<file path="config.mk">
export PLATFORM = sky130hd
export DESIGN_NAME = jtcop_pal_sched
export DESIGN_NICKNAME = d
export VERILOG_FILES = /design/src/rtl/jtcop_pal_sched.sv
export SDC_FILE = /design/constraint.sdc
export NUM_CORES = 1
export LEC_CHECK = 0
export ABC_AREA = 1
export CAP_MARGIN = 20
export CORE_MARGIN = 1
export CORE_UTILIZATION = 49
export CTS_CLUSTER_DIAMETER = 80
export DETAILED_ROUTE_END_ITERATION = 7
export HOLD_SLACK_MARGIN = 0.15
export PLACE_DENSITY = 0.87
export SETUP_SLACK_MARGIN = 0.3
export SYNTH_ARGS = -nofsm -noshare
export SYNTH_HDL_FRONTEND = slang
export SYNTH_SLANG_ARGS = --single-unit
export TNS_END_PERCENT = 5
</file>
<file path="constraint.sdc">
create_clock -name clk -period 3.61 [get_ports clk]
set_input_delay 0.722 -clock clk [delete_from_list [all_inputs] [get_ports clk]]
set_output_delay 0.722 -clock clk [all_outputs]
set_load 0.01 [all_outputs]
</file>
<file path="src/rtl/jtcop_pal_sched.sv">
// Palette copy scheduler: streams the shadow palette into the live palette during vblank,
// interleaving single CPU writes on the live write port with byte-lane masks.
module jtcop_pal_sched #(
  parameter int AW = 10,
  parameter int DW = 24
) (
  input  logic          rst,
  input  logic          clk,
  input  logic          LVBL,
  input  logic          trig,
  input  logic          auto_en,
  output logic          busy,
  output logic          done,
  output logic          overrun,
  output logic [AW-1:0] sh_addr,
  input  logic [DW-1:0] sh_dout,
  input  logic          cpu_req,
  input  logic [AW-1:0] cpu_addr,
  input  logic [DW-1:0] cpu_data,
  input  logic [2:0]    cpu_mask,
  output logic          cpu_ack,
  output logic [AW-1:0] live_addr,
  output logic [DW-1:0] live_data,
  output logic [2:0]    live_we
);

  typedef enum logic [1:0] {IDLE, COPY, DONE} state_t;

  localparam logic [AW-1:0] LAST = '1;

  state_t        state_q, state_d;
  logic          lvbl_q, lvbl_d;
  logic          pending_q, pending_d;
  logic          overrun_q, overrun_d;
  logic [AW-1:0] cnt_q, cnt_d;
  logic          issued_all_q, issued_all_d;
  logic          rd_vld_q, rd_vld_d;
  logic [AW-1:0] rd_addr_q, rd_addr_d;
  logic          hold_vld_q, hold_vld_d;
  logic [AW-1:0] hold_addr_q, hold_addr_d;
  logic [DW-1:0] hold_data_q, hold_data_d;
  logic [AW-1:0] live_addr_q, live_addr_d;
  logic [DW-1:0] live_data_q, live_data_d;
  logic [2:0]    live_we_q, live_we_d;
  logic          cpu_ack_q, cpu_ack_d;
  logic          last_wr_q, last_wr_d;

  logic blank_st, blank_end, cpu_win, start, issue;

  always_comb begin
    blank_st  = lvbl_q & ~LVBL;
    blank_end = ~lvbl_q & LVBL;
    cpu_win   = cpu_req & ~cpu_ack_q;
    start     = (state_q == IDLE) & blank_st & (pending_q | auto_en);
    issue     = (state_q == COPY) & ~cpu_win & ~issued_all_q;
  end

  always_comb begin
    state_d      = state_q;
    lvbl_d       = LVBL;
    pending_d    = trig | (pending_q & ~start);
    overrun_d    = overrun_q;
    cnt_d        = cnt_q;
    issued_all_d = issued_all_q;
    rd_vld_d     = 1'b0;
    rd_addr_d    = rd_addr_q;
    hold_vld_d   = hold_vld_q;
    hold_addr_d  = hold_addr_q;
    hold_data_d  = hold_data_q;
    live_addr_d  = live_addr_q;
    live_data_d  = live_data_q;
    live_we_d    = 3'b000;
    cpu_ack_d    = 1'b0;
    last_wr_d    = 1'b0;

    if (start) begin
      overrun_d = 1'b0;
    end else if (blank_end && state_q == COPY) begin
      overrun_d = 1'b1;
    end

    case (state_q)
      IDLE: begin
        // The counter rests at 0 in IDLE, so address 0 is already being read
        // during the start cycle.
        if (start) begin
          state_d      = COPY;
          cnt_d        = AW'(1);
          issued_all_d = 1'b0;
          rd_vld_d     = 1'b1;
          rd_addr_d    = '0;
        end
      end
      COPY: begin
        if (issue) begin
          rd_vld_d  = 1'b1;
          rd_addr_d = cnt_q;
          if (cnt_q == LAST) begin
            issued_all_d = 1'b1;
          end else begin
            cnt_d = cnt_q + AW'(1);
          end
        end
        if (last_wr_q) begin
          state_d = DONE;
        end
      end
      DONE: begin
        state_d = IDLE;
        cnt_d   = '0;
      end
      default: begin
        state_d = IDLE;
        cnt_d   = '0;
      end
    endcase

    // Write port arbitration: CPU first, then parked copy data, then fresh read data.
    if (cpu_win) begin
      live_addr_d = cpu_addr;
      live_data_d = cpu_data;
      live_we_d   = cpu_mask;
      cpu_ack_d   = 1'b1;
      if (rd_vld_q) begin
        hold_vld_d  = 1'b1;
        hold_addr_d = rd_addr_q;
        hold_data_d = sh_dout;
      end
    end else if (hold_vld_q) begin
      live_addr_d = hold_addr_q;
      live_data_d = hold_data_q;
      live_we_d   = 3'b111;
      hold_vld_d  = 1'b0;
      last_wr_d   = (hold_addr_q == LAST);
    end else if (rd_vld_q) begin
      live_addr_d = rd_addr_q;
      live_data_d = sh_dout;
      live_we_d   = 3'b111;
      last_wr_d   = (rd_addr_q == LAST);
    end
  end

  always_ff @(posedge clk or posedge rst) begin
    if (rst) begin
      state_q      <= IDLE;
      lvbl_q       <= 1'b1;
      pending_q    <= 1'b0;
      overrun_q    <= 1'b0;
      cnt_q        <= '0;
      issued_all_q <= 1'b0;
      rd_vld_q     <= 1'b0;
      rd_addr_q    <= '0;
      hold_vld_q   <= 1'b0;
      hold_addr_q  <= '0;
      hold_data_q  <= '0;
      live_addr_q  <= '0;
      live_data_q  <= '0;
      live_we_q    <= 3'b000;
      cpu_ack_q    <= 1'b0;
      last_wr_q    <= 1'b0;
    end else begin
      state_q      <= state_d;
      lvbl_q       <= lvbl_d;
      pending_q    <= pending_d;
      overrun_q    <= overrun_d;
      cnt_q        <= cnt_d;
      issued_all_q <= issued_all_d;
      rd_vld_q     <= rd_vld_d;
      rd_addr_q    <= rd_addr_d;
      hold_vld_q   <= hold_vld_d;
      hold_addr_q  <= hold_addr_d;
      hold_data_q  <= hold_data_d;
      live_addr_q  <= live_addr_d;
      live_data_q  <= live_data_d;
      live_we_q    <= live_we_d;
      cpu_ack_q    <= cpu_ack_d;
      last_wr_q    <= last_wr_d;
    end
  end

  assign busy      = (state_q == COPY);
  assign done      = (state_q == DONE);
  assign overrun   = overrun_q;
  assign sh_addr   = cnt_q;
  assign cpu_ack   = cpu_ack_q;
  assign live_addr = live_addr_q;
  assign live_data = live_data_q;
  assign live_we   = live_we_q;

endmodule

</file>
* After elaboration in Yosys (flattened, before gate mapping)
Index checks and enable logic that the tools add are counted.
** Word-level totals
- Bits in registers :: 101
- Input bits :: 67
- Output and inout port bits :: 51
- Word-level logic and storage cells :: 88
** Cells by class
- Add/subtract/negate cells :: 1
- Eq/ne operators :: 11
- Muxes and demuxes :: 34
- Bitwise gates (word level) :: 16
- Reduce and logical (&&, ||, !) cells :: 10
** Operators with widths (number)
- $mux W10 :: 8
- $mux W24 :: 3
- $pmux W10 S2 :: 2
- $eq A10 B10 Y1 const B :: 3
- $mux W1 :: 13
- $add A10 B1 Y10 const B :: 1
- $mux W3 :: 3
- $and A1 B1 Y1 :: 8
- $ne A2 B1 Y1 const B :: 3
- $ne A2 B2 Y1 const B :: 3
- $not A1 Y1 :: 6
- $reduce_and A3 Y1 :: 2
- $mux W2 :: 2
- $pmux W1 S2 :: 2
- $pmux W2 S2 :: 1
- $reduce_and A2 Y1 :: 2
- $reduce_and A4 Y1 :: 1
- $reduce_bool A2 Y1 :: 2
- $reduce_bool A3 Y1 :: 1
- $eq A2 B1 Y1 const B :: 1
- $eq A2 B2 Y1 const B :: 1
- $logic_not A2 Y1 :: 1
- $or A1 B1 Y1 :: 2
- $logic_and A1 B1 Y1 :: 1

* Depth between registers and ports, before layout
Gate-level depths: netlist of the first run.
- Depth in word-level cells :: 7
- Mapped depth :: 8
- Mapped depth without buffers :: 8

* Least setup slack after synthesis of the first run
OpenSTA, ideal clock, no wires.
- Path type :: in2reg
- Start point :: input cpu_req
- End point :: register hold_data_q[10]
- Setup time :: 0.125 ns
- Arrival time :: 1.659 ns
- Required time :: 3.485 ns
- Setup slack :: 1.827 ns
- Cell stages on the path :: 5
- Buffers on the path :: 1
- Path through :: nand2_2 > inv_2 > nand2_1 > buf_2 > mux2_2
** On the way
- Word-level cells in the longest chain between the ends :: 2
** RTL lines
- from (decl) :: RTL line 17 : input logic cpu_req,
- $and A1 B1 Y1 :: RTL line 53 : cpu_win = cpu_req & ~cpu_ack_q;
- $reduce_and A2 Y1 (no source line)
- to (signal assigned) :: RTL line 172 : hold_data_q <= hold_data_d;
- to (decl) :: RTL line 41 : logic [DW-1:0] hold_data_q, hold_data_d;
No other way between the ends.
A chain may end at the register's enable or synchronous reset.

* Final worst setup path of the first run
- Start point :: register state_q[0]
- End point :: output busy
** On the way
- Word-level cells in the longest chain between the ends :: 1
** RTL lines
- from (decl) :: RTL line 31 : state_t state_q, state_d;
- from (signal assigned) :: RTL line 162 : state_q <= state_d;
- $eq A2 B1 Y1 :: RTL line 181 : assign busy = (state_q == COPY);
- to (decl) :: RTL line 12 : output logic busy,
No other way between the ends.

==> parameters.txt, run 1 <==
Parameter                              Value

Run status
  Outcome ... finished clean

Die
  Die outline area ... 10000 um^2
  Width of the die ... 100 um
  Site Rows ... 35
  Effective utilization at floorplan ... 50.8%
  Die Y-Extent ... 100 um
  I/O pin count ... 118
  Core region area ... 9280 um^2

Setup path
  Launch point of the worst path ... state_q[0]
  Cell type of the slowest stage on the worst timing path ... clkdlybuf4s50_1
  Worst Path Max Fanout ... 18
  Classification of the worst setup path ... register to primary output
  Critical Path, Cell by Cell ... inv_2 -> nor2_8 -> clkdlybuf4s50_1
  Delay contributed by the slowest stage of the critical path ... 0.60 ns
  Data required time at the worst endpoint ... 2.89 ns
  Category of cells accounting for the largest share of critical-path delay ... buffers and inverters
  R2R Setup Slk ... 1.71 ns
  Reg-to-reg critical path startpoint ... cpu_ack
  Critical path capture point type ... primary output
  R2r endpoint ... live_addr[8]
  Worst Path Buf+Inv ... 2
  Critical path depth ... 3
  Startpoint type of the worst setup path ... register
  Endpoint of the most critical setup path ... busy
  Register-to-Register Path Depth ... 7
  WP data arrival ... 1.79 ns

Logic synthesis
  Area share of the leading cell type in the synthesized netlist ... 53.1%
  Most used flip-flop cell after synthesis ... dfrtp_1
  Post-synthesis net count ... 609
  Number of distinct library cell variants in the gate-level netlist after synthesis ... 31
  Share of flip-flops with an asynchronous set or reset ... 100%
  Most area-hungry cell type in the Yosys netlist ... dfrtp_1
  Syn Inst Count ... 541
  Cell types with the largest area share after synthesis ... dfrtp_1 53%, nand2_1 12%, a21oi_1 7.4%
  Synthesized area divided by synthesized cell count ... 8.71 um^2
  Post-synthesis instance area ... 4710 um^2
  Number of enable-type register cells in the synthesized netlist ... 0
  Cell with the most instances after synthesis ... nand2_1
  Warnings, synthesis ... 0
  #FFs+latches synth ... 101
  Sequential cell area fraction in the yosys report ... 53.7%
  Commonest cells post-synth ... 155 x nand2_1, 100 x dfrtp_1, 70 x a21oi_1

Clocking
  Root buffer cell ... clkbuf_8
  Number of instances resized during post-cts repair ... 0
  Num CTS Buffers ... 9
  Post-CTS clock slew at the launch and capture registers of the worst setup and hold paths ... 0.10 ns
  Number of buffers between clock root and the deepest sink ... 2
  Worst-Skew Late Latency ... 0.37 ns
  CTS H-tree lvls ... 3
  CTS tree ... built
  Post-CTS setup repair buffer count ... 0
  CTS Hold Buffers Added ... 0
  Clock sink count ... 101

Timing
  Final period utilization ... 69.5%
  Largest clock skew in the final design ... 0.0170 ns
  Shortest period the worst path allows ... 2.51 ns
  Setup repair after global routing missed its margin ... false
  Worst max-slew margin expressed relative to the limit ... 29.9%
  Final count of pins violating max slew ... 0
  Maximum operating frequency ... 399 MHz
  Final hold violation count ... 0
  Summed negative setup slack over all endpoints ... 0 ns
  Worst-case hold slack ... 0.493 ns
  Slew at the pin with the worst max-slew slack ... 1.05 ns
  # setup viols final ... 0

Placed design
  DP HPWL ... 7.81 mm
  PortBufs ... 117
  Gp weighted congestion ... 0.894
  Placement Cell Area ... 5970 um^2

Global route
  Met1 routing resource usage after global routing ... 30.4%
  First-pass GRT wire length ... 18.6 mm
  Vias in the first global route ... 4022
  Initial antenna violation count ... 0
  Global-route track usage on met2 ... 39.9%
  GRT Util Overall ... 23.3%
  Global route hottest layer ... met2
  Global routing met3 resource utilization ... 3.13%
  Total gr overflow ... 0
  Maximum number of pins on one net before global-route repair ... 72

Drt
  DR DRC count ... 0
  DR iter-0 viols ... 261
  Iteration count of the initial detailed-routing pass ... 5
  Routed vias ... 4156
  Post-DR wirelength/cell ... 14.5 um
  Drt via density ... 5.34
  Routed WL ... 11.3 mm
  Antenna-violating nets left ... 0

Power
  Worst-case vdd ir drop ... 0.363 mV
  Power density over cell area ... 625 nW/um^2
  Cell leakage power ... 2.61 nW

Finish
  Final Cell Area ... 6160 um^2
  Fraction of layout cells with a size suffix above 1 ... 9.85%
  Layout overhead on the synthesized area ... 30.6%
  Core Util, Final ... 66.3%
  Final-stage net count ... 713
  Count of inserted antenna diode cells ... 0

Flow run
  Max-capacitance violation count ... 0

Min path
  Kind of path behind the tightest hold check ... register to register
==> power by group <==
part	internal, mW	switching, mW	total, mW
Clock	0.264	0.412	0.676
Sequential	1.52	0.259	1.77
Combinational	0.710	0.689	1.40
==> worst min-delay path by stage <==
stage                    endpoint  slack, ns          start  cells after the start
floorplan              state_q[0]       0.44      last_wr_q                      1
global placement        pending_q       0.46      pending_q                      1
detailed placement  live_data[20]       0.47  live_data[20]                      2
CTS                  live_data[9]       0.50   live_data[9]                      2
global route        live_data[14]       0.52  live_data[14]                      2
finish                  pending_q       0.49      pending_q                      1
==> per-stage QoR <==
| step | instances | power, mW | setup slack [ns] |
|---|---|---|---|
| floorplan | 541 | 2.55 | 1.69 |
| global placement | 763 | 3.12 | 1.08 |
| detailed placement | 763 | 3.20 | 0.953 |
| CTS | 779 | 3.87 | 1.08 |
| global route | 779 | 4.10 | 1.02 |
| finish | 779 | 3.85 | 1.10 |
==> layer usage <==
metal	up-vias	part of all wire [%]
li1	2004	-
met1	1972	43
met2	162	49
met3	18	6.3
met4	0	1.8
met5	-	0
==> flip-flops by register name, summed over array words and instances (netlist names), 2 cells and up <==
register	count
state_q	2
live_data	24
live_we	3
live_addr	10
sh_addr	10
hold_data_q	24
hold_addr_q	10
rd_addr_q	10
==> logic make-up after synthesis <==
group,after synthesis,synth area share [%]
xor+xnor,2,0.372
simple gates,222,20.3
compound gates,133,14.5
fa+ha+maj,1,0.265
buf+inv,57,4.96
flops,101,53.7
mux,25,5.97
==> cells in the final DEF, fill, tap and decap left out, types with 2 or more instances in the layout <==
master and instances:
o21ai_1 8, nand3_2 2, inv_2 3, mux2_2 25, inv_1 22, o21ai_0 50, o21ai_2 3, nand2_2 3
nor2_1 24, clkinv_4 4, nand2_1 155, buf_4 5, clkdlybuf4s50_1 117, clkbuf_8 9, nand3b_1 2, nor2_2 2
dfrtp_1 100, nor3_1 5, nand3_1 21, a21oi_1 70, nand4_1 5
==> area by class of cell <==
cell class / count / area [um^2]
Clock buffer: 10 / 128
Inverter: 27 / 105
Fill cell: 721 / 3130
Clock inverter: 6 / 55.1
Sequential cell: 101 / 2530
Multi-Input combinational cell: 383 / 1950
Tap cell: 129 / 161
Timing Repair Buffer: 123 / 1230
(Power assumes the default switching activity.)
==> run 2: changes to the inputs <==
Settings changed: CORE_UTILIZATION 49 to 45, PLACE_DENSITY 0.87 to 0.84.
Clock period 3.61 ns to 2.25 ns, I/O delays scaled along.
==> parameters.txt, run 2 (synthesis results as in run 1) <==
Parameter                              Value

Run status
  Outcome ... finished clean

Drt
  DR DRC count ... 0 (unchanged)
  Iteration count of the initial detailed-routing pass ... 4 (-1)
  DR iter-0 viols ... 245 (-6.1%)
  Post-DR wirelength/cell ... 14.6 um (+0.72%)
  Routed WL ... 11.5 mm (+1.9%)
  Routed vias ... 4111 (-1.1%)
  Drt via density ... 5.22 (-2.2%)
  Antenna-violating nets left ... 0 (unchanged)

Placed design
  Placement Cell Area ... 6070 um^2 (+1.5%)
  Placement Setup Slack ... 0.303 ns (-0.650 ns)
  Placed insts ... 772 (+1.2%)
  DP HPWL ... 8.17 mm (+4.6%)
  Gp weighted congestion ... 0.866 (-3.2%)
  PortBufs ... 117 (unchanged)

Clocking
  Root buffer cell ... clkbuf_8
  CTS tree ... built
  CTS H-tree lvls ... 3 (unchanged)
  Worst-Skew Late Latency ... 0.36 ns (about the same)
  Number of buffers between clock root and the deepest sink ... 2 (unchanged)
  Num CTS Buffers ... 9 (unchanged)
  Clock sink count ... 101 (unchanged)
  Post-CTS clock slew at the launch and capture registers of the worst setup and hold paths ... 0.09 ns (about the same)

Finish
  Count of inserted antenna diode cells ... 0 (unchanged)
  Sequential cell area ... 2530 um^2 (+0.15%)
  Non-filler instance count after layout ... 788 (+1.2%)
  Final-stage net count ... 718 (+0.70%)
  Final Cell Area ... 6270 um^2 (+1.8%)
  Multi-input combinational cell area ... 1950 um^2 (unchanged)
  Fraction of layout cells with a size suffix above 1 ... 10.8% (+0.99 points)
  Layout overhead on the synthesized area ... 33.0%
  Commonest cells after routing, fill and taps aside ... 155 x nand2_1, 116 x clkdlybuf4s50_1, 97 x dfrtp_1
  Filler Cells Inserted ... 802 (+11%)
  Most common library cell in the layout ignoring fill and taps ... nand2_1

Global route
  Initial antenna violation count ... 0 (unchanged)
  Total gr overflow ... 0 (unchanged)
  Maximum number of pins on one net before global-route repair ... 71 (-1.4%)
  First-pass GRT wire length ... 19.9 mm (+6.7%)
  Vias in the first global route ... 4146 (+3.1%)
  GRT Util Overall ... 22.6% (-0.69 points)

Die
  Width of the die ... 104 um (+4.3%)
  Die Y-Extent ... 104 um (+4.3%)
  I/O pin count ... 118 (unchanged)
  Effective utilization at floorplan ... 47.3% (-3.4 points)
  Site Rows ... 36 (+2.9%)
  Core region area ... 9950 um^2 (+7.2%)
  Die outline area ... 10900 um^2 (+8.7%)

Setup path
  Critical path capture point type ... primary output
  Classification of the worst setup path ... register to primary output
  Worst Path Max Fanout ... 4 (-14)
  Data required time at the worst endpoint ... 1.80 ns (-1.09 ns)
  WP data arrival ... 1.51 ns (-0.28 ns)
  Startpoint type of the worst setup path ... register

Timing
  Summed negative setup slack over all endpoints ... 0 ns (unchanged)
  Largest clock skew in the final design ... 0.00970 ns (-0.00729 ns)
  Final hold violation count ... 0 (unchanged)
  Setup repair after global routing missed its margin ... true
  Maximum operating frequency ... 511 MHz
  Final period utilization ... 87.0%
  Final count of pins violating max slew ... 0 (unchanged)
  # setup viols final ... 0 (unchanged)
  Final worst setup slack ... 0.293 ns (-0.809 ns)
  Worst max-slew margin expressed relative to the limit ... 64.9% (+35 points)
  Shortest period the worst path allows ... 1.96 ns
  Slew at the pin with the worst max-slew slack ... 0.525 ns (-0.525 ns)

Power
  Cell leakage power ... 2.65 nW (+1.5%)
  Power density over cell area ... 1000 nW/um^2 (+61%)
  Worst-case vdd ir drop ... 0.567 mV (+56%)
  Overall power ... 6.30 mW (+64%)

Flow run
  Max-capacitance violation count ... 0 (unchanged)

Min path
  Kind of path behind the tightest hold check ... primary input to async pin
==> run 2: metal layers <==
metal / GRT usage (%) / vias up / part of all wire, %
met1: 29.1 / 1942 / 44
li1: - / 2006 / -
met4: 8.78 / 0 / 1.6
met5: 0 / - / 0
met3: 2.94 / 18 / 5.4
met2: 38.5 / 145 / 49
==> run 2: final timing paths <==
path                              start      endpoint  slack, ns  depth (start not counted)
max                          state_q[1]          done       0.29                          3
min                                 rst    sh_addr[8]       0.44                          2
max reg2reg                  state_q[0]  rd_addr_q[7]       0.53                          7
min reg2reg                live_addr[3]  live_addr[3]       0.49                          2
max in group asynchronous           rst  live_data[5]       1.21                          3
min in group clk           live_addr[3]  live_addr[3]       0.49                          2
==> run 2: area by class of cell <==
cell class | count | share of cell area, %
timing repair buffer | 128 | 21.0
sequential | 101 | 40.4
multi-input combinational | 383 | 31.1
tap | 133 | 2.66
inverter | 27 | 1.68
clock inverter | 3 | 0.719
clock buffer | 13 | 2.38
==> run 2: power breakdown <==
| group | leakage [nW] | total [mW] | internal [mW] | switching, mW |
|---|---|---|---|---|
| logic | 1.29 | 2.29 | 1.19 | 1.11 |
| clock network | 0.0899 | 1.13 | 0.547 | 0.587 |
| registers | 1.27 | 2.87 | 2.44 | 0.434 |
| total | 2.65 | 6.30 | 4.17 | 2.13 |
==> run 2: what timing repair did <==
item / CTS / global route
pin swaps: 0 / 0
setup endpoints to repair: 3 / 8
resized for setup: 3 / 1
hold buffers: 0 / 0
hold endpoints to repair: 0 / 0
buffers inserted: 0 / 0
==> run 2: critical path: stages, from the launching register on <==
cell	delay, ns
dfrtp_2	0.45
inv_2	0.06
nor2_1	0.09
clkdlybuf4s50_1	0.55
==> run 2: through the flow <==
step | util (%) | hold slack (ns)
4_1_cts | 62.9 | 0.433
5_1_grt | 63.0 | 0.458
3_5_place_dp | 60.9 | 0.466
2_1_floorplan | - | 0.437
3_3_place_gp | 60.9 | 0.462
6_report | 63.0 | 0.436
==> run 3: changes to the inputs <==
Settings changed: CTS_CLUSTER_DIAMETER 80 to 100.
==> results of run 3 <==
No change in the layout: final DEF, timing and power equal those of run 2.
